<file path="config.mk">
export PLATFORM = sky130hd
export DESIGN_NAME = decode_ctrl_stage
export DESIGN_NICKNAME = d
export VERILOG_FILES = /design/src/rtl/rv32_ctrl_pkg.sv /design/src/rtl/rv32_decoder.sv /design/src/rtl/decode_ctrl_stage.sv
export SDC_FILE = /design/constraint.sdc
export NUM_CORES = 1
export LEC_CHECK = 0
export CAP_MARGIN = 20
export CORE_MARGIN = 1
export CORE_UTILIZATION = 44
export CTS_CLUSTER_DIAMETER = 100
export DETAILED_ROUTE_END_ITERATION = 10
export PLACE_DENSITY_LB_ADDON = 0.12
export SETUP_SLACK_MARGIN = 0.2
export SYNTH_ARGS = -nofsm -noshare
export SYNTH_HDL_FRONTEND = slang
export SYNTH_HIERARCHICAL = 1
export SYNTH_SLANG_ARGS = --single-unit
</file>
<file path="constraint.sdc">
create_clock -name i_clk -period 3.4 [get_ports i_clk]
set_input_delay 0.68 -clock i_clk [delete_from_list [all_inputs] [get_ports i_clk]]
set_output_delay 0.68 -clock i_clk [all_outputs]
set_load 0.02 [all_outputs]
</file>
<file path="src/rtl/rv32_ctrl_pkg.sv">
// Shared encodings and the control bundle for the RV32I decode stage.
// The decoder fills ctrl_t; the ID/EX register stores it unchanged.
package rv32_ctrl_pkg;

    localparam logic [4:0] OPC_LOAD   = 5'b00000;
    localparam logic [4:0] OPC_OP_IMM = 5'b00100;
    localparam logic [4:0] OPC_AUIPC  = 5'b00101;
    localparam logic [4:0] OPC_STORE  = 5'b01000;
    localparam logic [4:0] OPC_OP     = 5'b01100;
    localparam logic [4:0] OPC_LUI    = 5'b01101;
    localparam logic [4:0] OPC_BRANCH = 5'b11000;
    localparam logic [4:0] OPC_JALR   = 5'b11001;
    localparam logic [4:0] OPC_JAL    = 5'b11011;

    localparam logic [2:0] F3_ADD  = 3'b000;
    localparam logic [2:0] F3_SLL  = 3'b001;
    localparam logic [2:0] F3_SLT  = 3'b010;
    localparam logic [2:0] F3_SLTU = 3'b011;
    localparam logic [2:0] F3_XOR  = 3'b100;
    localparam logic [2:0] F3_SR   = 3'b101;
    localparam logic [2:0] F3_OR   = 3'b110;
    localparam logic [2:0] F3_AND  = 3'b111;
    localparam logic [2:0] F3_BLTU = 3'b110;
    localparam logic [2:0] F3_BGEU = 3'b111;

    localparam logic [6:0] F7_BASE = 7'b0000000;
    localparam logic [6:0] F7_ALT  = 7'b0100000;
    localparam logic [6:0] F7_MEXT = 7'b0000001;

    localparam logic [4:0] ALU_ADD  = 5'd0;
    localparam logic [4:0] ALU_SUB  = 5'd1;
    localparam logic [4:0] ALU_SLL  = 5'd2;
    localparam logic [4:0] ALU_SLT  = 5'd3;
    localparam logic [4:0] ALU_SLTU = 5'd4;
    localparam logic [4:0] ALU_XOR  = 5'd5;
    localparam logic [4:0] ALU_SRL  = 5'd6;
    localparam logic [4:0] ALU_SRA  = 5'd7;
    localparam logic [4:0] ALU_OR   = 5'd8;
    localparam logic [4:0] ALU_AND  = 5'd9;
    localparam logic [4:0] ALU_OPB  = 5'd10;
    localparam logic [4:0] ALU_MUL  = 5'd11;

    localparam logic [1:0] WB_PC4 = 2'b00;
    localparam logic [1:0] WB_ALU = 2'b01;
    localparam logic [1:0] WB_LSU = 2'b10;

    localparam logic OPA_RS1 = 1'b0;
    localparam logic OPA_PC  = 1'b1;
    localparam logic OPB_RS2 = 1'b0;
    localparam logic OPB_IMM = 1'b1;

    typedef struct packed {
        logic       rs1_en;
        logic       rs2_en;
        logic       rd_wren;
        logic       mem_wren;
        logic       mem_rden;
        logic       br_un;
        logic       opa_sel;
        logic       opb_sel;
        logic       is_br;
        logic       is_jal;
        logic       is_jalr;
        logic [4:0] alu_op;
        logic [1:0] wb_sel;
        logic       insn_vld;
    } ctrl_t;

    // Base-ISA ALU op selected by funct3 alone (shift-right defaults to logical).
    function automatic logic [4:0] alu_from_funct3(input logic [2:0] f3);
        logic [4:0] op;
        case (f3)
            F3_ADD:  op = ALU_ADD;
            F3_SLL:  op = ALU_SLL;
            F3_SLT:  op = ALU_SLT;
            F3_SLTU: op = ALU_SLTU;
            F3_XOR:  op = ALU_XOR;
            F3_SR:   op = ALU_SRL;
            F3_OR:   op = ALU_OR;
            F3_AND:  op = ALU_AND;
            default: op = ALU_ADD;
        endcase
        return op;
    endfunction

endpackage

</file>
<file path="src/rtl/rv32_decoder.sv">
// Combinational RV32I(+M) control decoder: instruction word to ctrl_t.
// Illegal encodings produce an all-zero bundle with insn_vld low.
module rv32_decoder
    import rv32_ctrl_pkg::*;
#(
    parameter bit EN_M = 1'b0
) (
    input  logic [31:0] inst,
    output ctrl_t       ctrl
);

    logic [4:0] opcode_s;
    logic [2:0] f3_s;
    logic [6:0] f7_s;
    logic       legal_s;
    ctrl_t      raw_s;
    logic       unused_s;

    assign opcode_s = inst[6:2];
    assign f3_s     = inst[14:12];
    assign f7_s     = inst[31:25];
    assign unused_s = ^inst[24:15];

    // Per-opcode control fields and legality check.
    always_comb begin
        raw_s   = '0;
        legal_s = 1'b0;
        if (inst[1:0] == 2'b11) begin
            case (opcode_s)
                OPC_LUI: begin
                    legal_s        = 1'b1;
                    raw_s.rd_wren  = 1'b1;
                    raw_s.opb_sel  = OPB_IMM;
                    raw_s.alu_op   = ALU_OPB;
                    raw_s.wb_sel   = WB_ALU;
                end
                OPC_AUIPC: begin
                    legal_s        = 1'b1;
                    raw_s.rd_wren  = 1'b1;
                    raw_s.opa_sel  = OPA_PC;
                    raw_s.opb_sel  = OPB_IMM;
                    raw_s.alu_op   = ALU_ADD;
                    raw_s.wb_sel   = WB_ALU;
                end
                OPC_JAL: begin
                    legal_s        = 1'b1;
                    raw_s.rd_wren  = 1'b1;
                    raw_s.opa_sel  = OPA_PC;
                    raw_s.opb_sel  = OPB_IMM;
                    raw_s.alu_op   = ALU_ADD;
                    raw_s.wb_sel   = WB_PC4;
                    raw_s.is_jal   = 1'b1;
                end
                OPC_JALR: begin
                    legal_s        = (f3_s == F3_ADD);
                    raw_s.rs1_en   = 1'b1;
                    raw_s.rd_wren  = 1'b1;
                    raw_s.opa_sel  = OPA_RS1;
                    raw_s.opb_sel  = OPB_IMM;
                    raw_s.alu_op   = ALU_ADD;
                    raw_s.wb_sel   = WB_PC4;
                    raw_s.is_jalr  = 1'b1;
                end
                OPC_BRANCH: begin
                    case (f3_s)
                        3'b010, 3'b011: legal_s = 1'b0;
                        default:        legal_s = 1'b1;
                    endcase
                    raw_s.rs1_en   = 1'b1;
                    raw_s.rs2_en   = 1'b1;
                    raw_s.opa_sel  = OPA_PC;
                    raw_s.opb_sel  = OPB_IMM;
                    raw_s.alu_op   = ALU_ADD;
                    raw_s.is_br    = 1'b1;
                    raw_s.br_un    = (f3_s == F3_BLTU) | (f3_s == F3_BGEU);
                end
                OPC_LOAD: begin
                    case (f3_s)
                        3'b000, 3'b001, 3'b010, 3'b100, 3'b101: legal_s = 1'b1;
                        default:                                legal_s = 1'b0;
                    endcase
                    raw_s.rs1_en   = 1'b1;
                    raw_s.rd_wren  = 1'b1;
                    raw_s.mem_rden = 1'b1;
                    raw_s.opb_sel  = OPB_IMM;
                    raw_s.alu_op   = ALU_ADD;
                    raw_s.wb_sel   = WB_LSU;
                end
                OPC_STORE: begin
                    case (f3_s)
                        3'b000, 3'b001, 3'b010: legal_s = 1'b1;
                        default:                legal_s = 1'b0;
                    endcase
                    raw_s.rs1_en   = 1'b1;
                    raw_s.rs2_en   = 1'b1;
                    raw_s.mem_wren = 1'b1;
                    raw_s.opb_sel  = OPB_IMM;
                    raw_s.alu_op   = ALU_ADD;
                end
                OPC_OP_IMM: begin
                    raw_s.rs1_en   = 1'b1;
                    raw_s.rd_wren  = 1'b1;
                    raw_s.opb_sel  = OPB_IMM;
                    raw_s.wb_sel   = WB_ALU;
                    case (f3_s)
                        F3_SLL: begin
                            legal_s      = (f7_s == F7_BASE);
                            raw_s.alu_op = ALU_SLL;
                        end
                        F3_SR: begin
                            legal_s      = (f7_s == F7_BASE) | (f7_s == F7_ALT);
                            raw_s.alu_op = (f7_s == F7_ALT) ? ALU_SRA : ALU_SRL;
                        end
                        default: begin
                            legal_s      = 1'b1;
                            raw_s.alu_op = alu_from_funct3(f3_s);
                        end
                    endcase
                end
                OPC_OP: begin
                    raw_s.rs1_en   = 1'b1;
                    raw_s.rs2_en   = 1'b1;
                    raw_s.rd_wren  = 1'b1;
                    raw_s.opb_sel  = OPB_RS2;
                    raw_s.wb_sel   = WB_ALU;
                    if (f7_s == F7_BASE) begin
                        legal_s      = 1'b1;
                        raw_s.alu_op = alu_from_funct3(f3_s);
                    end else if (f7_s == F7_ALT) begin
                        case (f3_s)
                            F3_ADD: begin
                                legal_s      = 1'b1;
                                raw_s.alu_op = ALU_SUB;
                            end
                            F3_SR: begin
                                legal_s      = 1'b1;
                                raw_s.alu_op = ALU_SRA;
                            end
                            default: legal_s = 1'b0;
                        endcase
                    end else if (EN_M && (f7_s == F7_MEXT)) begin
                        legal_s      = 1'b1;
                        raw_s.alu_op = ALU_MUL + {2'b00, f3_s};
                    end else begin
                        legal_s = 1'b0;
                    end
                end
                default: legal_s = 1'b0;
            endcase
        end else begin
            legal_s = 1'b0;
        end
    end

    // Writes to x0 are suppressed here so downstream never sees a live x0 write.
    always_comb begin
        ctrl = '0;
        if (legal_s) begin
            ctrl          = raw_s;
            ctrl.insn_vld = 1'b1;
            ctrl.rd_wren  = raw_s.rd_wren & (inst[11:7] != 5'd0);
        end else begin
            ctrl = '0;
        end
    end

endmodule

</file>
<file path="src/rtl/decode_ctrl_stage.sv">
// Registered ID->EX decode stage: decoder, ID/EX register, load-use bubble
// insertion with a saturating stall counter, and flush on redirect.
module decode_ctrl_stage
    import rv32_ctrl_pkg::*;
#(
    parameter bit EN_M     = 1'b0,
    parameter int ALU_OP_W = 5,
    parameter int CNT_W    = 16
) (
    input  logic                i_clk,
    input  logic                i_rst_n,
    input  logic                i_valid,
    output logic                o_ready,
    input  logic [31:0]         i_inst,
    input  logic [31:0]         i_pc,
    input  logic                i_flush,
    input  logic                i_ex_ready,
    output logic                o_valid,
    output logic [31:0]         o_pc,
    output logic [4:0]          o_rs1,
    output logic [4:0]          o_rs2,
    output logic [4:0]          o_rd,
    output logic [2:0]          o_funct3,
    output logic                o_rs1_en,
    output logic                o_rs2_en,
    output logic                o_rd_wren,
    output logic                o_mem_wren,
    output logic                o_mem_rden,
    output logic                o_br_un,
    output logic                o_opa_sel,
    output logic                o_opb_sel,
    output logic                o_is_br,
    output logic                o_is_jal,
    output logic                o_is_jalr,
    output logic [ALU_OP_W-1:0] o_alu_op,
    output logic [1:0]          o_wb_sel,
    output logic                o_insn_vld,
    output logic [CNT_W-1:0]    o_stall_cnt
);

    generate
        if ((ALU_OP_W < 4) || (EN_M && (ALU_OP_W < 5))) begin : g_alu_op_w_check
            $error("decode_ctrl_stage: ALU_OP_W too narrow for the enabled ALU ops");
        end
    endgenerate

    ctrl_t            dec_ctrl_s;
    ctrl_t            ctrl_r;
    logic             valid_r;
    logic [31:0]      pc_r;
    logic [4:0]       rs1_r;
    logic [4:0]       rs2_r;
    logic [4:0]       rd_r;
    logic [2:0]       funct3_r;
    logic [CNT_W-1:0] stall_cnt_r;

    logic       advance_s;
    logic       hazard_s;
    logic       load_s;
    logic       take_s;
    logic       count_s;
    logic [4:0] dec_rs1_s;
    logic [4:0] dec_rs2_s;

    rv32_decoder #(
        .EN_M (EN_M)
    ) u_decoder (
        .inst (i_inst),
        .ctrl (dec_ctrl_s)
    );

    // Handshake: a load in ID/EX whose rd feeds the incoming instruction forces one bubble.
    always_comb begin
        dec_rs1_s = i_inst[19:15];
        dec_rs2_s = i_inst[24:20];
        advance_s = ~valid_r | i_ex_ready;
        hazard_s  = valid_r & ctrl_r.mem_rden & (rd_r != 5'd0) & i_valid &
                    ((dec_ctrl_s.rs1_en & (dec_rs1_s == rd_r)) |
                     (dec_ctrl_s.rs2_en & (dec_rs2_s == rd_r)));
        load_s    = i_flush | advance_s;
        take_s    = ~i_flush & ~hazard_s & advance_s & i_valid;
        count_s   = ~i_flush & hazard_s & advance_s & ~(&stall_cnt_r);
        o_ready   = i_rst_n & (i_flush | (advance_s & ~hazard_s));
    end

    // ID/EX register: loads the decoded instruction or a zeroed bubble, else holds.
    always_ff @(posedge i_clk or negedge i_rst_n) begin
        if (!i_rst_n) begin
            valid_r  <= 1'b0;
            pc_r     <= 32'd0;
            rs1_r    <= 5'd0;
            rs2_r    <= 5'd0;
            rd_r     <= 5'd0;
            funct3_r <= 3'd0;
            ctrl_r   <= '0;
        end else if (load_s) begin
            valid_r  <= take_s;
            pc_r     <= take_s ? i_pc : 32'd0;
            rs1_r    <= take_s ? i_inst[19:15] : 5'd0;
            rs2_r    <= take_s ? i_inst[24:20] : 5'd0;
            rd_r     <= take_s ? i_inst[11:7] : 5'd0;
            funct3_r <= take_s ? i_inst[14:12] : 3'd0;
            ctrl_r   <= take_s ? dec_ctrl_s : '0;
        end
    end

    // Saturating count of load-use bubbles; a flush in the same cycle is not a stall.
    always_ff @(posedge i_clk or negedge i_rst_n) begin
        if (!i_rst_n) begin
            stall_cnt_r <= '0;
        end else if (count_s) begin
            stall_cnt_r <= stall_cnt_r + CNT_W'(1);
        end
    end

    assign o_valid     = valid_r;
    assign o_pc        = pc_r;
    assign o_rs1       = rs1_r;
    assign o_rs2       = rs2_r;
    assign o_rd        = rd_r;
    assign o_funct3    = funct3_r;
    assign o_rs1_en    = ctrl_r.rs1_en;
    assign o_rs2_en    = ctrl_r.rs2_en;
    assign o_rd_wren   = ctrl_r.rd_wren;
    assign o_mem_wren  = ctrl_r.mem_wren;
    assign o_mem_rden  = ctrl_r.mem_rden;
    assign o_br_un     = ctrl_r.br_un;
    assign o_opa_sel   = ctrl_r.opa_sel;
    assign o_opb_sel   = ctrl_r.opb_sel;
    assign o_is_br     = ctrl_r.is_br;
    assign o_is_jal    = ctrl_r.is_jal;
    assign o_is_jalr   = ctrl_r.is_jalr;
    assign o_alu_op    = ALU_OP_W'(ctrl_r.alu_op);
    assign o_wb_sel    = ctrl_r.wb_sel;
    assign o_insn_vld  = ctrl_r.insn_vld;
    assign o_stall_cnt = stall_cnt_r;

endmodule

</file>
==> results of run 1 <==
## worst min path at each step
stage	startpoint	endpoint	cells after the start
global placement	o_stall_cnt[9]$_DFFE_PN0P_	o_stall_cnt[9]$_DFFE_PN0P_	1
CTS	o_stall_cnt[12]$_DFFE_PN0P_	o_stall_cnt[12]$_DFFE_PN0P_	1
floorplan	i_rst_n	o_alu_op[0]$_DFFE_PN0P_	0
detailed placement	o_pc[1]$_DFFE_PN0P_	o_pc[1]$_DFFE_PN0P_	1
global route	i_rst_n	o_stall_cnt[2]$_DFFE_PN0P_	2
finish	i_rst_n	o_stall_cnt[2]$_DFFE_PN0P_	2
## layer usage
metal | up-vias | share of wire | GRT usage
met5 | - | 0 | 0
li1 | 1711 | - | -
met4 | 0 | 0.020 | 0.0792
met1 | 1753 | 0.44 | 0.323
met3 | 18 | 0.059 | 0.0530
met2 | 116 | 0.48 | 0.395
## cells by family after synthesis
| family | Yosys count | share of synthesized area |
|---|---|---|
| AOI/OAI and AO/OA | 105 | 0.217 |
| xor gates and xnor gates | 25 | 0.0536 |
| adders and majority gates | 5 | 0.0153 |
| buffers and inverters | 36 | 0.0441 |
| DFF | 86 | 0.527 |
| muxes | 1 | 0.00276 |
| other | 1 | 0.000919 |
| and+or+nand+nor | 98 | 0.139 |
## what timing repair did
item                                    in CTS  in global routing
gates resized for setup                     77                  4
buffers inserted                             6                  0
endpoints found under the setup margin      84                  9
pin swaps                                   15                 10
hold buffers                                 0                  0
## cells in the mapped netlist, types with 4 or more instances
cell type,n,share of area
nand2b_1,5,0.0077
clkbuf_1,9,0.0083
nor4_1,5,0.0077
a21oi_1,9,0.011
buf_2,9,0.011
xor2_1,11,0.024
nand2_1,17,0.016
nand4_1,5,0.0077
a22o_1,69,0.15
nor4_2,4,0.012
nor2_1,18,0.017
xnor2_1,14,0.030
o22ai_1,4,0.0061
dfrtp_1,86,0.53
ha_1,5,0.015
o21ai_0,6,0.0074
nor3_2,4,0.0098
nor3_1,9,0.011
inv_1,11,0.010
nand3_1,8,0.0098
## worst max-delay path, delay by kind of cell
| family | cells | cell delay, ns |
|---|---|---|
| compound gates | 5 | 0.92 |
| buf+inv | 3 | 0.37 |
| simple gates | 5 | 0.55 |
| fa+ha+maj | 1 | 0.18 |
## metrics by stage
| step | hold slack [ns] | setup WS [ns] | instances | setup TNS (ns) | power, W |
|---|---|---|---|---|---|
| after floorplan | 0.384 | 0.280 | 357 | 0 | 0.00124 |
| after global placement | 0.476 | -0.750 | 643 | -10.84 | 0.00146 |
| after detailed placement | 0.490 | -0.901 | 643 | -22.71 | 0.00147 |
| after CTS | 0.511 | -0.0536 | 665 | -0.0536 | 0.00228 |
| after global routing | 0.275 | -0.0733 | 666 | -0.0733 | 0.00236 |
| final | 0.271 | 0.0202 | 666 | 0 | 0.00226 |
## registers in the layout (all words and copies together), names as in the netlist, 2 cells and up
signal / count
o_wb_sel: 2
o_stall_cnt: 16
o_pc: 32
o_rs1: 5
o_rd: 5
o_funct3: 3
o_rs2: 5
o_alu_op: 5
## area by class of cell
| type | instances | area, um2 |
|---|---|---|
| Fill cell | 645 | 2410 |
| Sequential cell | 86 | 2150 |
| Timing Repair Buffer | 209 | 1970 |
| Multi-Input combinational cell | 235 | 1910 |
| Clock buffer | 11 | 141 |
| Tap cell | 108 | 135 |
| Clock inverter | 5 | 81.3 |
| Inverter | 12 | 45.0 |
## report_power, final
part | switching, W | leakage (nW) | internal (W) | total, W
registers | 0.0000208 | 1.16 | 0.00105 | 0.00107
clock network | 0.000359 | 0.110 | 0.000436 | 0.000795
logic | 0.000191 | 1.55 | 0.000207 | 0.000398
total | 0.000571 | 2.82 | 0.00169 | 0.00226
==> results.md, run 1 <==
* Yosys warns at 6
* Mapped Cells at ~360
* Max H-tree Level at 3
* Worst setup endpoint: o_ready
* Final Hold Fails at 0
* R2R Path End: o_stall_cnt[1]$_DFFE_PN0P_
* Cells on worst reg2reg path at 6
* Starting Density at 0.461
* Largest net degree at the start of global routing at 87
* Flop-to-flop setup slack at 1.27 ns
* Final #Nets at around 630
* Worst setup SP type: input pin
* Most used DFF post-synth: dfrtp_1
* 1st-iter DRT viols at ~130
* Vias in the first global route at 3676
* GRT overflow at 0
* TritonCTS clock tree: yes
* Status: complete, but fails checks
* Fmax achieved at about 300 MHz
* Final Max Slew Viols at 0
* Max Root-Sink Buffers at 2
* GRT Util Overall at 0.242
* WL/cell at between 15 and 20 um
* Via count at between 3000 and 4000
* RSZ-0062 raised after global routing: true
* Register area share after synthesis at 0.527
* Global-route wire length before repair at roughly 19 mm
* Die Y-Extent at slightly below 100 um
* Cell Pwr Density at about 350 mW/mm2
* Port bufs at around 160
* Syn Area/Cell at roughly 11 um2
* N_diodes at 0
* Syn nets at ~430
* CP Cell Sequence: buf_6 -> buf_6 -> ha_1 -> nand2b_1 -> a21oi_1 -> o21ai_2 -> a221oi_4 -> a2111oi_4 -> nand2_1 -> o22ai_2 -> nand2_2 -> nor2_2 -> nor3b_2 -> buf_4
* Full die area at 0.00966 mm2
* Period utilization at 0.994
* CORE AREA at between 0.008 and 0.009 mm2
* Worst Hold Class: in -> async
* Failing checks: design-rule violations
* Initial antenna violation count at 0
* CTS Root Cell: clkbuf_8
* DRC errors left at 11
* Worst-path clk slew at approximately 0.09 ns
* Crit-path most repeated cell: buf_6
* Final Cell Area at roughly 0.0064 mm2
* Post-Route Utilization at 0.728
* MaxCap Viol Count at 0
* Clock latency on the worst-skew pair at between 0.3 and 0.4 ns
* Final wirelength at 11.3 mm
* Total CTS buffers at 9
* Post-synthesis register bit count at 86
* Crit path from: i_inst[13]
* Clock Sinks at 86
* Die width at 98.3 um
* Required @ worst endpoint at between 2 and 3 ns
* Unique masters post-synth at 50
* IO Pins at 156
* Final min period at between 3 and 4 ns
* Clk_skew at approximately 0.009 ns
* Layout area overhead at 57.7%
* GPL Wtd Cong at a little over 0.9
* Number of synthesized flops with an enable pin at 0
* Ys async rst share at 1.00
* WP data arrival at 2.70 ns
* Most common cell after layout, fill and taps aside: clkdlybuf4s50_1
* Post-Syn Area at just over 0.004 mm2
* Lkg Pwr at around 2.8 nW
* Worst relative slew slack at 0.509
* Post-DP Area at approximately 0.0060 mm2
* CP Max Fanout at 3
* DP HPWL at ~8 mm
* Layout cells sized above 1 at 0.222
* CP Capture Type: primary output
* FF-to-FF Start: o_stall_cnt[0]$_DFFE_PN0P_
* 1st-pass router iterations at 8
* Maximum VDD drop at around 0.21 mV
* Most frequent cells in the layout: 138 x clkdlybuf4s50_1, 86 x dfrtp_1, 69 x a22o_1
* CP peak stage delay at ~0.44 ns
* Vias per std cell at 5.40
* Worst-margin pin slew at about 0.74 ns
* Worst path slowest cell: a221oi_4
* Post-DRT Antenna Nets at 0
* WS Path Type: in -> out
* Row count at 34
* Final Setup Violations at 0
No activity file was read; power rests on OpenSTA's default activity.
==> run 2: changes to the inputs <==
--- a/config.mk
+++ b/config.mk
@@ -11,2 +11,3 @@
 export CTS_CLUSTER_DIAMETER = 100
+export CTS_CLUSTER_SIZE = 8
 export DETAILED_ROUTE_END_ITERATION = 10
==> constraint.sdc (replaced) <==
create_clock -name i_clk -period 3.4 [get_ports i_clk]
set_input_delay 0.34 -clock i_clk [delete_from_list [all_inputs] [get_ports i_clk]]
set_output_delay 0.34 -clock i_clk [all_outputs]
set_load 0.02 [all_outputs]
==> results.md, run 2 (same netlist as run 1, synthesis figures left out) <==
* Status: complete, but fails checks
* Failing checks: design-rule violations
* Setup tns final at 0 ns
* Required @ worst endpoint at around 3 ns
* Worst-margin pin slew at roughly 0.74 ns
* Final Max Slew Viols at 0
* Largest net degree at the start of global routing at between 70 and 80
* Final #Nets at roughly 630
* Max Root-Sink Buffers at 2
* 1st-iter DRT viols at ~140
* R2R Path End: o_stall_cnt[10]$_DFFE_PN0P_
* GRT Util Overall at 0.243
* CP Max Fanout at 2
* Clk_skew at between 0.015 and 0.02 ns
* Full die area at between 0.009 and 0.01 mm2
* Max FFs per register at 32
* TritonCTS clock tree: yes
* Hold WS at around 0.43 ns
* Layout cells sized above 1 at 0.191
* CTS Root Cell: clkbuf_8
* Lkg Pwr at 2.84 nW
* Port bufs at between 150 and 200
* GPL Wtd Cong at about 0.85
* Final wirelength at between 10 and 15 mm
* Die Y-Extent at 98.3 um
* Via count at between 3000 and 4000
* Initial antenna violation count at 0
* Worst setup SP type: input pin
* WS Path Type: in -> out
* Cells on worst reg2reg path at 7
* Period utilization at 0.904
* Post-Route Utilization at 0.716
* Final Setup Violations at 0
* Worst-path clk slew at approximately 0.09 ns
* Fmax achieved at ~330 MHz
* Post-DRT Antenna Nets at 0
* Final Cell Area at ~0.0063 mm2
* Starting Density at 0.461
* FF-to-FF Start: o_stall_cnt[0]$_DFFE_PN0P_
* DP HPWL at 8.12 mm
* Global-route wire length before repair at between 15 and 20 mm
* Layout area overhead at 55.3%
* Vias per std cell at 5.43
* Crit path from: i_inst[26]
* CORE AREA at just under 0.009 mm2
* Vias in the first global route at around 3600
* Worst Hold Class: in -> reg
* MaxCap Viol Count at 0
* Flop-to-flop setup slack at about 1.2 ns
* Final min period at 3.07 ns
* Cell Pwr Density at 344 mW/mm2
* Die width at about 98 um
* Post-DP Area at about 0.006 mm2
* Clock Sinks at 86
* DRC errors left at 7
* Total CTS buffers at 9
* WP data arrival at 2.73 ns
* GRT overflow at 0
* Worst relative slew slack at 0.505
* Final Hold Fails at 0
* N_diodes at 0
* CP Capture Type: primary output
* Row count at 34
* Most frequent cells in the layout: 143 x clkdlybuf4s50_1, 86 x dfrtp_1, 69 x a22o_1
* RSZ-0062 raised after global routing: false
* Clock latency on the worst-skew pair at ~0.36 ns
* Max H-tree Level at 3
* Most common cell after layout, fill and taps aside: clkdlybuf4s50_1
* IO Pins at ~160
* 1st-pass router iterations at 10
* WL/cell at 17.2 um
* Maximum VDD drop at around 0.17 mV
* Worst setup endpoint: o_ready
-- run 2: cell type report --
type | count | area (um2)
Clock inverter | 5 | 61.3
Sequential cell | 86 | 2150
Tap cell | 108 | 135
Multi-Input combinational cell | 235 | 1810
Inverter | 12 | 45.0
Clock buffer | 10 | 128
Fill cell | 675 | 2510
Timing Repair Buffer | 208 | 2010
-- run 2: how the worst min path moves through the flow --
stage,slack [ns],cells past startpoint,endpoint,startpoint
floorplan,0.04,0,o_alu_op[0]$_DFFE_PN0P_,i_rst_n
global placement,0.34,1,o_stall_cnt[2]$_DFFE_PN0P_,i_rst_n
detailed placement,0.35,1,o_stall_cnt[2]$_DFFE_PN0P_,i_rst_n
CTS,0.51,2,o_stall_cnt[2]$_DFFE_PN0P_,i_rst_n
global route,0.43,3,o_funct3[1]$_DFFE_PN0P_,i_inst[13]
finish,0.43,3,o_funct3[1]$_DFFE_PN0P_,i_inst[13]
-- run 2: repair_timing --
action	CTS	global route
hold endpoints to repair	37	0
buffers inserted	2	3
resized for setup	10	24
hold buffers	1	0
pin swaps	2	10
setup endpoints to repair	8	8
-- run 2: power breakdown --
group          internal, W  total (W)  switching (W)
Combinational     0.000203   0.000388       0.000185
Clock             0.000337   0.000719       0.000382
Sequential         0.00105    0.00107      0.0000196
Total              0.00159    0.00218       0.000587
-- run 2: critical path: stages --
cell and delay [ns]:
clkdlybuf4s50_1 0.41, nor4_2 0.26, nand4_1 0.21, o21ai_2 0.18
a221oi_2 0.09, a2111oi_2 0.36, buf_4 0.17, nand2_1 0.05
o22ai_2 0.20, nand2_1 0.11, nor2_2 0.13, nor3b_2 0.05
buf_4 0.16
-- run 2: routing by layer --
| metal | vias up | GRT usage | share of wire |
|---|---|---|---|
| met5 | - | 0 | 0 |
| met4 | 0 | 0.0517 | 0.0041 |
| met3 | 6 | 0.0408 | 0.046 |
| met2 | 107 | 0.392 | 0.48 |
| met1 | 1787 | 0.347 | 0.47 |
| li1 | 1707 | - | - |
-- run 2: stage by stage --
stage / setup WS [ns] / power [W] / std cells
2_1_floorplan: 0.532 / 0.00124 / 357
3_3_place_gp: -0.222 / 0.00146 / 643
3_5_place_dp: -0.336 / 0.00147 / 643
4_1_cts: 0.206 / 0.00219 / 661
5_1_grt: 0.183 / 0.00227 / 664
6_report: 0.326 / 0.00218 / 664
==> RTL change 1, RTL diff (settings of run 1) <==
`EN_M` is set to 1'b0 in 2 places; all go to 1'b1.
--- a/src/rtl/rv32_decoder.sv
+++ b/src/rtl/rv32_decoder.sv
@@ -3,7 +3,7 @@
 module rv32_decoder
     import rv32_ctrl_pkg::*;
 #(
-    parameter bit EN_M = 1'b0
+    parameter bit EN_M = 1'b1
 ) (
     input  logic [31:0] inst,
     output ctrl_t       ctrl
--- a/src/rtl/decode_ctrl_stage.sv
+++ b/src/rtl/decode_ctrl_stage.sv
@@ -3,7 +3,7 @@
 module decode_ctrl_stage
     import rv32_ctrl_pkg::*;
 #(
-    parameter bit EN_M     = 1'b0,
+    parameter bit EN_M     = 1'b1,
     parameter int ALU_OP_W = 5,
     parameter int CNT_W    = 16
 ) (
Behaviour: not the same (Yosys sat finds a counterexample within 4 cycles, from zero or initial values and one cycle with i_rst_n low).
==> RTL change 1 against run 1 <==
The flow finishes with violations (setup timing). Setup slack got worse by 0.27 ns. Sequential share of layout area fell by 0.62 points. Highest routed layer unchanged. Critical path depth fell by 2. Total power rose by 0.83%. Design area rose by 1.9%. Synthesized area rose by 2.3%. Wire length rose by 7.5%. Count of clock-buffer cells in the layout fell by 2. Sequential power barely moved. Largest power group unchanged. Sequential cell count did not move.
==> RTL change 1: results (changes against run 1) <==
The area fraction in compound gates after synthesis works out to 20.7% (-1.0 points). The number of fill cells came out at 671 (+4.0%). Post-route clock skew: 0.0102 ns (+0.00123 ns). The logs give 51.0% (+0.071 points) for the worst-case headroom to the max-slew limit and 1670 uW (-1.3%) for the internal power summed over all cells.

The final reports fail on setup timing. The most critical setup path has its startpoint at i_inst[6]. After synthesis, the cell types taking the most area are sky130_fd_sc_hd__dfrtp_1 (52%), sky130_fd_sc_hd__a22o_1 (14%), sky130_fd_sc_hd__xnor2_1 (2.9%). The placer's final routability congestion estimate was 0.914 (about the same); the post-route worst setup slack was -0.249 ns (-0.269 ns).

The logs give 8.44 mm (+5.2%) for the HPWL after detailed placement and 46.8% (-0.5 points) for the sequential share of power. The tools report the data arrival at the endpoint of the critical path as 2.97 ns (+0.27 ns). The tools report the number of failing setup endpoints in the final timing report as 1 (+1). The logs give 56 (+12%) for the number of distinct library cells after synthesis and 19.3 mm (+3.9%) for the wire length of the first global-routing pass. Clock tree synthesis selected as its root buffer the cell sky130_fd_sc_hd__clkbuf_8. The final-stage net count is 639 (+1.9%). The final setup TNS came out at -0.249 ns (-0.249 ns).

Sorting the synthesized cells by how often they occur yields sky130_fd_sc_hd__dfrtp_1 (86), sky130_fd_sc_hd__a22o_1 (69), sky130_fd_sc_hd__nand2_1 (23). For the final wirelength, the log shows 12.2 mm (+7.5%). The run finished, with violations left.

The leakage power was 0.00294 uW (+4.5%). The kind of cell with the highest combined delay along the critical path is simple AND/OR/NAND/NOR gates. The placed instance count is 657 (+2.2%), and the detailed-route via count is 3863 (+7.4%). The xor/xnor cell area share of the yosys netlist was 5.25% (-0.12 points). The mux share of post-synthesis cell area was 0.540% (+0.26 points); the detailed-route vias per instance was 5.69 (+5.3%).

The logs give 6090 um^2 (+0.85%) for the post-detailed-placement cell area and 260 uV (+25%) for the peak supply drop. The synthesized-area fraction occupied by adder cells came out at 2.10% (+0.57 points). The proportion of layout cells with a drive suffix above 1 works out to 21.8% (-0.39 points). Power dissipated by switching net loads: 612 uW (+7.1%).

The register area share after synthesis was 51.6% (-1.2 points). The pin count of the biggest net entering global routing is 71 (-18%), and the worst slack at placement is -1.01 ns (-0.108 ns). For the overall global routing resource usage, the log shows 25.2% (+0.96 points).

The critical path capture point was o_ready. The number of iterations in the first detailed-routing pass is 4 (-4), and the number of nets produced by synthesis is 453 (+5.1%). The slowest library cell on the worst path was sky130_fd_sc_hd__or4_4.
-- RTL change 1: changes by cell type in the layout (fill, tap and decap cells not counted), sizes merged, moves of 3 or more --
cell / run 1 / this run
a21oi: 9 / 6
nand2: 17 / 23
clkbuf: 12 / 15
buf: 65 / 53
nand3: 9 / 12
nor3: 13 / 18
dlygate4sd2: 4 / 0
dlymetal6s2s: 0 / 4
nand2b: 6 / 1
nand3b: 3 / 0
-- RTL change 1: how the worst min path moves through the flow --
stage | startpoint | to | slack (ns) | depth (start not counted)
after floorplan | i_rst_n | o_alu_op[0] | 0.38 | 0
after global placement | o_pc[3] | o_pc[3] | 0.49 | 1
after detailed placement | o_pc[15] | o_pc[15] | 0.49 | 1
after CTS | i_rst_n | o_pc[6] | 0.23 | 1
after global routing | i_rst_n | o_pc[6] | 0.24 | 1
final | i_rst_n | o_pc[6] | 0.22 | 1
-- RTL change 1: logic make-up (layout without fill, tap and decap cells) --
group                    after synthesis  in the layout
AO/OA/AOI/OAI                        103            103
XOR/XNOR                              25             25
flip-flops                            86             86
AND/OR/NAND/NOR                      116            116
multiplexers                           2              2
adder cells (fa/ha/maj)                7              7
buffers and inverters                 38            229
-- RTL change 1: area by class of cell --
cell class,count,area (um^2),area share (%)
timing repair buffer,203,1920,29.3
clock inverter,7,101,1.55
tap,111,139,2.12
sequential,86,2150,32.8
clock buffer,9,124,1.89
multi-input combinational,253,2080,31.8
inverter,10,37.5,0.572
-- RTL change 1: timing repair --
action / 4_1_cts / 5_1_grt
setup buffers: 5 / 0
pin swaps: 25 / 15
resized for setup: 69 / 23
cloned: 1 / 0
setup endpoints to repair: 87 / 87
-- RTL change 1: routing by layer --
layer | wire (um) | GRT usage [%]
met4 | 395 | 12.8
met5 | 0 | 0
met2 | 6310 | 44.1
met3 | 554 | 3.65
met1 | 4890 | 30.4
==> RTL change 2, RTL diff (config.mk and constraints of run 1) <==
Without the edit above. Put one more register stage on the output `o_stall_cnt`, with the module's reset. The value now appears one clock later. The other outputs are not delayed to match.
--- a/src/rtl/decode_ctrl_stage.sv
+++ b/src/rtl/decode_ctrl_stage.sv
@@ -133,7 +133,13 @@
     assign o_alu_op    = ALU_OP_W'(ctrl_r.alu_op);
     assign o_wb_sel    = ctrl_r.wb_sel;
     assign o_insn_vld  = ctrl_r.insn_vld;
-    assign o_stall_cnt = stall_cnt_r;
+    always_ff @(posedge i_clk or negedge i_rst_n) begin
+        if (!i_rst_n) begin
+            o_stall_cnt <= '0;
+        end else begin
+            o_stall_cnt <= stall_cnt_r;
+        end
+    end
 
 endmodule
 
Formal check against the unedited RTL: not equivalent (Yosys sat finds a counterexample within 4 cycles, from zero or initial values and one cycle with i_rst_n low).
==> RTL change 2 against run 1 <==
Synthesized area rose by 14%. Largest power group unchanged. First-iteration DRC count rose by 26%. Setup slack improved by 0.082 ns. Wire length rose by 12%. Sequential power rose by 18%. Design area rose by 8.8%. Highest routed layer unchanged. Count of clock-buffer cells in the layout fell by 2. Total power rose by 8.6%. Sequential cell count rose by 16. Register-to-register slack got worse by 0.05 ns. Clock skew rose by 0.0080 ns.
==> RTL change 2: results (changes against run 1) <==
The overall global routing resource usage is 23.6% (-0.65 points), and the clock latency of the later-clocked register in the worst-skew pair is 0.36 ns (+0.02 ns). The final-stage net count is 659 (+5.1%), and the longest individual stage delay on the worst path is 0.29 ns (-0.15 ns). The run gives 167 (+26%) as the violation count after the first detailed-route iteration. The commonest cells after synthesis are sky130_fd_sc_hd__dfrtp_1 (102), sky130_fd_sc_hd__a22o_1 (69), sky130_fd_sc_hd__xnor2_1 (22). The tools report the total met2 wirelength after detailed routing as 6.02 mm (+10%). The number of nets produced by synthesis was 460 (+6.7%); the largest fanout of any net on the critical path was 4 (+1). The worst-case headroom to the max-slew limit was 49.4% (-1.5 points).

The global routing usage on met1 is 32.4% (+0.15 points). The run gives 37.6% (-1.9 points) as the global-route met2 utilization. The tools report the met3 track utilization from global routing as 4.74% (-0.56 points).

The data arrival at the endpoint of the critical path came out at 2.62 ns (-0.08 ns). The total length of routed met3 wires was 781 um (+17%). The logs give 55.0% (+2.3 points) for the register area share after synthesis and 59 (+18%) for the number of distinct library cells after synthesis. Slowest library cell on the worst path: sky130_fd_sc_hd__nor4_2.

The peak supply drop is 174 uV (-17%). Ranked by total cell area, the synthesized netlist is headed by sky130_fd_sc_hd__dfrtp_1 (55%), sky130_fd_sc_hd__a22o_1 (13%), sky130_fd_sc_hd__xnor2_1 (4.2%). The count of mapped cells out of synthesis is 386 (+8.1%), and the post-detailed-placement cell area is 6610 um^2 (+9.4%).

The flow ran to the end, and the final reports show no timing, DRC or antenna violations. The tools report the worst setup path startpoint as i_inst[4]. Number of CTS-inserted buffers: 9 (unchanged). The placed instance count was 699 (+8.7%). The run gives 3978 (+8.2%) as the number of global-route vias before repair. The met1 wire length was 5.70 mm (+15%). The tools report the worst slack at placement as -0.927 ns (-0.0263 ns). The kind of cell with the highest combined delay along the critical path is simple AND/OR/NAND/NOR gates. The tools report the placer's final routability congestion estimate as 0.902 (-1.4%). The post-route clock skew is 0.0169 ns (+0.00799 ns), and the final cell count without fillers is 726 (+9.0%).

The logs give 71 (-18%) for the pin count of the biggest net entering global routing and 0 (-11) for the residual DRC count. The endpoint identified for the worst register-to-register timing path is o_rd[1]. The logs give 12.7 mm (+12%) for the final wirelength and 0.00304 uW (+7.8%) for the leakage power.

The detailed-route vias per instance was 5.42 (+0.40%); the HPWL after detailed placement was 9.09 mm (+13%).
## RTL change 2: final cells by class
cell class	instances	area, um^2
Tap cell	136	170
Fill cell	849	3270
Sequential cell	102	2550
Inverter	12	55.1
Multi-Input combinational cell	247	1990
Clock inverter	7	81.3
Timing Repair Buffer	213	2030
Clock buffer	9	124
## RTL change 2: cell families after synthesis
logic type,Yosys count,share of synthesized area [%]
simple gates,108,14.2
xor+xnor,25,4.72
other cells,1,0.0808
flops,102,55.0
mux,1,0.323
fa+ha+maj,5,1.35
compound gates,107,19.4
buf+inv,37,4.93
## RTL change 2: power by group
group	switching (uW)	leakage, uW	internal [uW]	total (uW)
Clock	436	0.000106	351	787
Combinational	199	0.00154	213	411
Sequential	19.7	0.00139	1240	1260
Total	654	0.00304	1800	2460
## RTL change 2: what timing repair did
| item | 4_1_cts | 5_1_grt |
|---|---|---|
| setup buffers | 10 | 1 |
| endpoints found under the setup margin | 86 | 75 |
| gates resized for setup | 73 | 3 |
| pin swaps | 12 | 6 |
